--- src/rtl/debounce_filter_if.sv ---
// Button-side signal bundle for debounce_filter: raw input in, debounced level and busy flag out.
interface debounce_filter_if;
   logic C_Button_In;
   logic C_Button_Out;
   logic C_Busy;

   modport master (
      output C_Button_In,
      input  C_Button_Out,
      input  C_Busy
   );

   modport slave (
      input  C_Button_In,
      output C_Button_Out,
      output C_Busy
   );
endinterface

--- src/rtl/debounce_filter.sv ---
// Push-button conditioner: two-flop synchroniser, polarity normalisation and a stability-qualified
// four-state FSM producing a clean active-high level for the downstream press-to-pulse block.
//
// state          | meaning
// ST_STABLE_LOW  | released level accepted, waiting for a pressed sample
// ST_CHECK_HIGH  | pressed samples being counted, output still released
// ST_STABLE_HIGH | pressed level accepted, waiting for a released sample
// ST_CHECK_LOW   | released samples being counted, output still pressed
module debounce_filter #(
   parameter int STABLE_COUNT     = 1000000,
   parameter int CNT_WIDTH        = 20,
   parameter bit INPUT_ACTIVE_LOW = 1'b1
) (
   input  logic         C_CLOCK_50,
   input  logic         C_Reset_n,
   debounce_filter_if.slave btn
);

   typedef enum logic [1:0] {
      ST_STABLE_LOW  = 2'b00,
      ST_CHECK_HIGH  = 2'b01,
      ST_STABLE_HIGH = 2'b10,
      ST_CHECK_LOW   = 2'b11
   } state_t;

   localparam logic [CNT_WIDTH-1:0] CNT_ZERO = '0;
   localparam logic [CNT_WIDTH-1:0] CNT_ONE  = CNT_WIDTH'(1);
   localparam logic [CNT_WIDTH-1:0] CNT_LAST = CNT_WIDTH'(STABLE_COUNT - 1);

   logic                 sync_ff1;
   logic                 sync_ff2;
   logic                 s;
   state_t               state;
   state_t               state_nxt;
   logic [CNT_WIDTH-1:0] cnt;
   logic [CNT_WIDTH-1:0] cnt_nxt;
   logic                 cnt_done;

   // Sync flops reset to the raw released level so no phantom press follows reset.
   always_ff @(posedge C_CLOCK_50 or negedge C_Reset_n) begin
      if (!C_Reset_n) begin
         sync_ff1 <= INPUT_ACTIVE_LOW;
         sync_ff2 <= INPUT_ACTIVE_LOW;
      end else begin
         sync_ff1 <= btn.C_Button_In;
         sync_ff2 <= sync_ff1;
      end
   end

   assign s        = sync_ff2 ^ INPUT_ACTIVE_LOW;
   assign cnt_done = (cnt == CNT_LAST);

   always_ff @(posedge C_CLOCK_50 or negedge C_Reset_n) begin
      if (!C_Reset_n) begin
         state <= ST_STABLE_LOW;
         cnt   <= CNT_ZERO;
      end else begin
         state <= state_nxt;
         cnt   <= cnt_nxt;
      end
   end

   always_comb begin
      state_nxt = ST_STABLE_LOW;
      cnt_nxt   = CNT_ZERO;
      case (state)
         ST_STABLE_LOW: begin
            if (s) begin
               state_nxt = ST_CHECK_HIGH;
               cnt_nxt   = CNT_ONE;
            end else begin
               state_nxt = ST_STABLE_LOW;
            end
         end
         ST_CHECK_HIGH: begin
            if (!s) begin
               state_nxt = ST_STABLE_LOW;
            end else if (cnt_done) begin
               state_nxt = ST_STABLE_HIGH;
            end else begin
               state_nxt = ST_CHECK_HIGH;
               cnt_nxt   = cnt + CNT_ONE;
            end
         end
         ST_STABLE_HIGH: begin
            if (!s) begin
               state_nxt = ST_CHECK_LOW;
               cnt_nxt   = CNT_ONE;
            end else begin
               state_nxt = ST_STABLE_HIGH;
            end
         end
         ST_CHECK_LOW: begin
            if (s) begin
               state_nxt = ST_STABLE_HIGH;
            end else if (cnt_done) begin
               state_nxt = ST_STABLE_LOW;
            end else begin
               state_nxt = ST_CHECK_LOW;
               cnt_nxt   = cnt + CNT_ONE;
            end
         end
         default: begin
            state_nxt = ST_STABLE_LOW;
            cnt_nxt   = CNT_ZERO;
         end
      endcase
   end

   // Outputs depend on registered state only, so bounces on s never reach them directly.
   always_comb begin
      btn.C_Button_Out = 1'b0;
      btn.C_Busy       = 1'b0;
      case (state)
         ST_CHECK_HIGH:  btn.C_Busy = 1'b1;
         ST_STABLE_HIGH: btn.C_Button_Out = 1'b1;
         ST_CHECK_LOW: begin
            btn.C_Button_Out = 1'b1;
            btn.C_Busy       = 1'b1;
         end
         default: begin
            btn.C_Button_Out = 1'b0;
            btn.C_Busy       = 1'b0;
         end
      endcase
   end

endmodule

--- src/flat_wrapper.sv ---
// flat-port wrapper written by rule: the top's interface ports become plain ports
module debounce_filter_flat 
#(
   parameter int STABLE_COUNT     = 1000000,
   parameter int CNT_WIDTH        = 20,
   parameter bit INPUT_ACTIVE_LOW = 1'b1
)
  (C_CLOCK_50, C_Reset_n, btn_C_Button_In, btn_C_Button_Out, btn_C_Busy);
  debounce_filter_if btn_i ();
  input  logic C_CLOCK_50;
  input  logic C_Reset_n;
  input wire logic [$bits(btn_i.C_Button_In)-1:0] btn_C_Button_In;
  output wire logic [$bits(btn_i.C_Button_Out)-1:0] btn_C_Button_Out;
  output wire logic [$bits(btn_i.C_Busy)-1:0] btn_C_Busy;
  assign btn_i.C_Button_In = btn_C_Button_In;
  assign btn_C_Button_Out = btn_i.C_Button_Out;
  assign btn_C_Busy = btn_i.C_Busy;
  debounce_filter #(.STABLE_COUNT(STABLE_COUNT), .CNT_WIDTH(CNT_WIDTH), .INPUT_ACTIVE_LOW(INPUT_ACTIVE_LOW)) u_core (.C_CLOCK_50(C_CLOCK_50), .C_Reset_n(C_Reset_n), .btn(btn_i));
endmodule
--- config.mk ---
export PLATFORM = sky130hd
export DESIGN_NAME = debounce_filter_flat
export DESIGN_NICKNAME = d
export VERILOG_FILES = /design/src/rtl/debounce_filter_if.sv /design/src/rtl/debounce_filter.sv /design/src/flat_wrapper.sv
export SDC_FILE = /design/constraint.sdc
export NUM_CORES = 1
export LEC_CHECK = 0
export ABC_AREA = 1
export CORE_ASPECT_RATIO = 2
export CORE_UTILIZATION = 40
export CTS_BUF_LIST = sky130_fd_sc_hd__clkbuf_4
export DETAILED_ROUTE_END_ITERATION = 12
export MAX_ROUTING_LAYER = met4
export PLACE_DENSITY = 0.65
export SYNTH_ARGS = -nofsm -noshare
export SYNTH_HDL_FRONTEND = slang
export SYNTH_SLANG_ARGS = --single-unit
--- constraint.sdc ---
create_clock -name C_CLOCK_50 -period 2.1 [get_ports C_CLOCK_50]
set_clock_uncertainty 0.1 [all_clocks]
set_input_delay 0.315 -clock C_CLOCK_50 [delete_from_list [all_inputs] [get_ports C_CLOCK_50]]
set_output_delay 0.315 -clock C_CLOCK_50 [all_outputs]
set_load 0.05 [all_outputs]
==> metrics <==
Slew HR around two thirds; Final TNS setup 0 ns; Final setup viols 0; CTS tree built; Bufs and invs on worst path 1; Critical Path, Cell by Cell clkdlybuf4s50_1; Seq pwr share approximately 66%; synthesized net count roughly 190; post-synthesis compound-gate area fraction between 1.5 and 2%; Worst Setup Start Kind register; drt drc 0; Initial Utilization between 40% and 50%; clock share of power 28.3%; Synth Area in Simple Gates 42.4%; largest family of logic cells by synthesized area simple AND/OR/NAND/NOR gates; Placer Congestion between 0.8 and 0.9; synth warn 0; Post-CTS Setup Bufs 0; crit share post-route between 90% and 100%; R2R Setup Slk roughly 0.33 ns; synthesized area per cell roughly 7.6 µm²; maximum vdd drop between 0.2 and 0.3 mV; Synth cell types 27; post-synthesis mux area share 0%; outcome finished, final reports clean; remaining antenna violation count 0; Seq cells post-synth 24; ratio of cells with drive above 1 in the final layout 14.9%; post-synthesis cell count ~190; Seq/Total Area, Yosys between 40% and 50%; HP Class in -> async; Fin. Hold Viols 0; Core ar. between 3000 and 4000 µm²; clk_lat worst skew around 0.32 ns; DR iter-0 viols 13; Final Slew Violations 0; # hold bufs at CTS 0; combinational power share under 10%; largest net degree at the start of global routing 25; Post-DP HPWL approximately 2.3 mm; unrepaired setup endpoints after global routing false; Clock Path Buffers 2; sw power 172 µW; CP peak stage delay 0.83 ns; Finished Core Util 44.7%; overall power between 700 and 800 µW; vias in the first global route approximately 1,200; Root Buffer clkbuf_4; slew at the pin closest to its max-slew limit approximately 0.5 ns; DR vias/cell 5.03; # resized after CTS 0; worst-path maximum fanout 5; Slowest-stage cell, CP clkdlybuf4s50_1; XOR/XNOR share of the synthesized area 4.31%; maxcap violations 0; CP Class reg -> out; vias ~1,100; Mapped Area roughly 1400 µm²; worst hold margin between 0.2 and 0.25 ns; htree depth 1; Antenna diodes 0; area delta synth->final 6.25%; Cell Pwr Density approximately 480 nW/µm²; Leakage 0.679 nW; WL/cell 12.7 µm; commonest non-fill, non-tap cell in the layout nand2_1; I/O pin count 5; first-pass GRT wire length approximately 5.1 mm; PortBufs 4; Die Ht 86.3 µm; Critical Path AT approximately 1.6 ns; CTS Buf Count 3; Int Pwr between 500 and 600 µW; routed wire length roughly 2.9 mm; Total Die Area 3810 µm²; critical path's top delay family buffers and inverters; CP required around 1.7 ns; Max Fclk just under 500 MHz; initial antenna violation count 0; drt pass-1 iters 4; nets between 150 and 200; gr usage total about 18%; Rows 30; switching share of total power a little under a quarter; Worst setup EP type primary output; most frequent cells in the layout nand2_1, nor2_1, dfrtp_1, inv_1, nand3_1; Die Wd around 44 µm; clk sinks 24; clk slew on worst S/H paths about 0.13 ns; Tmin final ~2 ns; Post-Synth Adder-Cell Area less than 1%; grt total ovfl 0
Yosys cell counts:
cell type / n / area, µm²
clkbuf_1: 2 / 7.51
ha_1: 1 / 12.5
nor2_1: 42 / 158
a21oi_1: 2 / 10.0
buf_2: 1 / 5.00
dfstp_2: 2 / 52.6
nor2_2: 6 / 37.5
nand2_1: 45 / 169
o21bai_1: 1 / 7.51
nor3b_2: 1 / 12.5
inv_1: 21 / 78.8
xor2_1: 5 / 43.8
nand4_1: 2 / 12.5
nor3_4: 1 / 16.3
nand2_2: 3 / 18.8
dfrtp_1: 22 / 551
xnor2_1: 2 / 17.5
nand3_2: 4 / 40.0
inv_2: 1 / 3.75
nand3b_1: 1 / 7.51
a31o_2: 1 / 8.76
buf_12: 1 / 20.0
nor2_4: 3 / 33.8
nand2_4: 1 / 11.3
nand3_1: 11 / 55.1
or2_2: 1 / 6.26
nor3_1: 5 / 25.0
worst reg2reg max path, stage by stage (launching register included):
cell     delay [ns]
dfrtp_1        0.45
ha_1           0.23
nand2_2        0.12
nor3_4         0.26
nand3_2        0.15
nand2_4        0.20
inv_2          0.10
nand2_1        0.06
nor2_1         0.04
per-stage QoR:
stage          area [µm²]  cells  setup WS, ns
6_report             1510    226        0.0888
3_3_place_gp         1480    222         0.365
2_1_floorplan        1420    188         0.549
3_5_place_dp         1480    222         0.317
5_1_grt              1510    226        0.0296
4_1_cts              1510    226        0.0737
layout make-up:
class / count / area, µm²
clock inverter: 1 / 3.75
multi-input combinational: 138 / 703
fill: 356 / 1870
clock buffer: 3 / 22.5
inverter: 22 / 82.6
tap: 32 / 40.0
sequential: 24 / 603
timing repair buffer: 6 / 55.1
state kept, by name, summed over array words and instances, names as in the netlist:
| signal | count |
|---|---|
| u_core.cnt | 20 |
| u_core.state | 2 |
| u_core.sync_ff1 | 1 |
| u_core.sync_ff2 | 1 |
path summary, 6_finish.rpt:
kind | depth (start not counted) | startpoint | endpoint
worst max-delay path | 1 | u_core.state[0] | btn_C_Busy
worst min register to register | 0 | u_core.sync_ff1 | u_core.sync_ff2
worst min-delay path | 2 | C_Reset_n | u_core.cnt[19]
min in group C_CLOCK_50 | 0 | u_core.sync_ff1 | u_core.sync_ff2
worst max register to register | 8 | u_core.cnt[0] | u_core.cnt[15]
max in group asynchronous | 2 | C_Reset_n | u_core.sync_ff2
metal layers:
| metal | track usage (%) | part of all wire, % | vias to the layer above | wire length, µm |
|---|---|---|---|---|
| met5 | - | 0 | - | 0 |
| met4 | 9.09 | 3.3 | 0 | 95 |
| met3 | 2.50 | 1.7 | 11 | 49 |
| met2 | 33.8 | 57 | 13 | 1630 |
| met1 | 17.5 | 38 | 525 | 1100 |
| li1 | - | - | 588 | - |
logic make-up (layout without fill, tap and decap cells):
logic type,after synthesis,count (layout)
AND/OR/NAND/NOR,126,126
buffers and inverters,26,32
flip-flops,24,24
XOR/XNOR,7,7
AO/OA/AOI/OAI,4,4
adder cells (fa/ha/maj),1,1
power groups by stage:
stage / Sequential, mW / Combinational (mW) / Clock (mW)
3_3_place_gp: 0.484 / 0.0449 / 0
4_1_cts: 0.476 / 0.0448 / 0.217
3_5_place_dp: 0.484 / 0.0446 / 0
2_1_floorplan: 0.483 / 0.0283 / 0
5_1_grt: 0.476 / 0.0507 / 0.236
6_report: 0.475 / 0.0437 / 0.205
(Power assumes the default switching activity.)
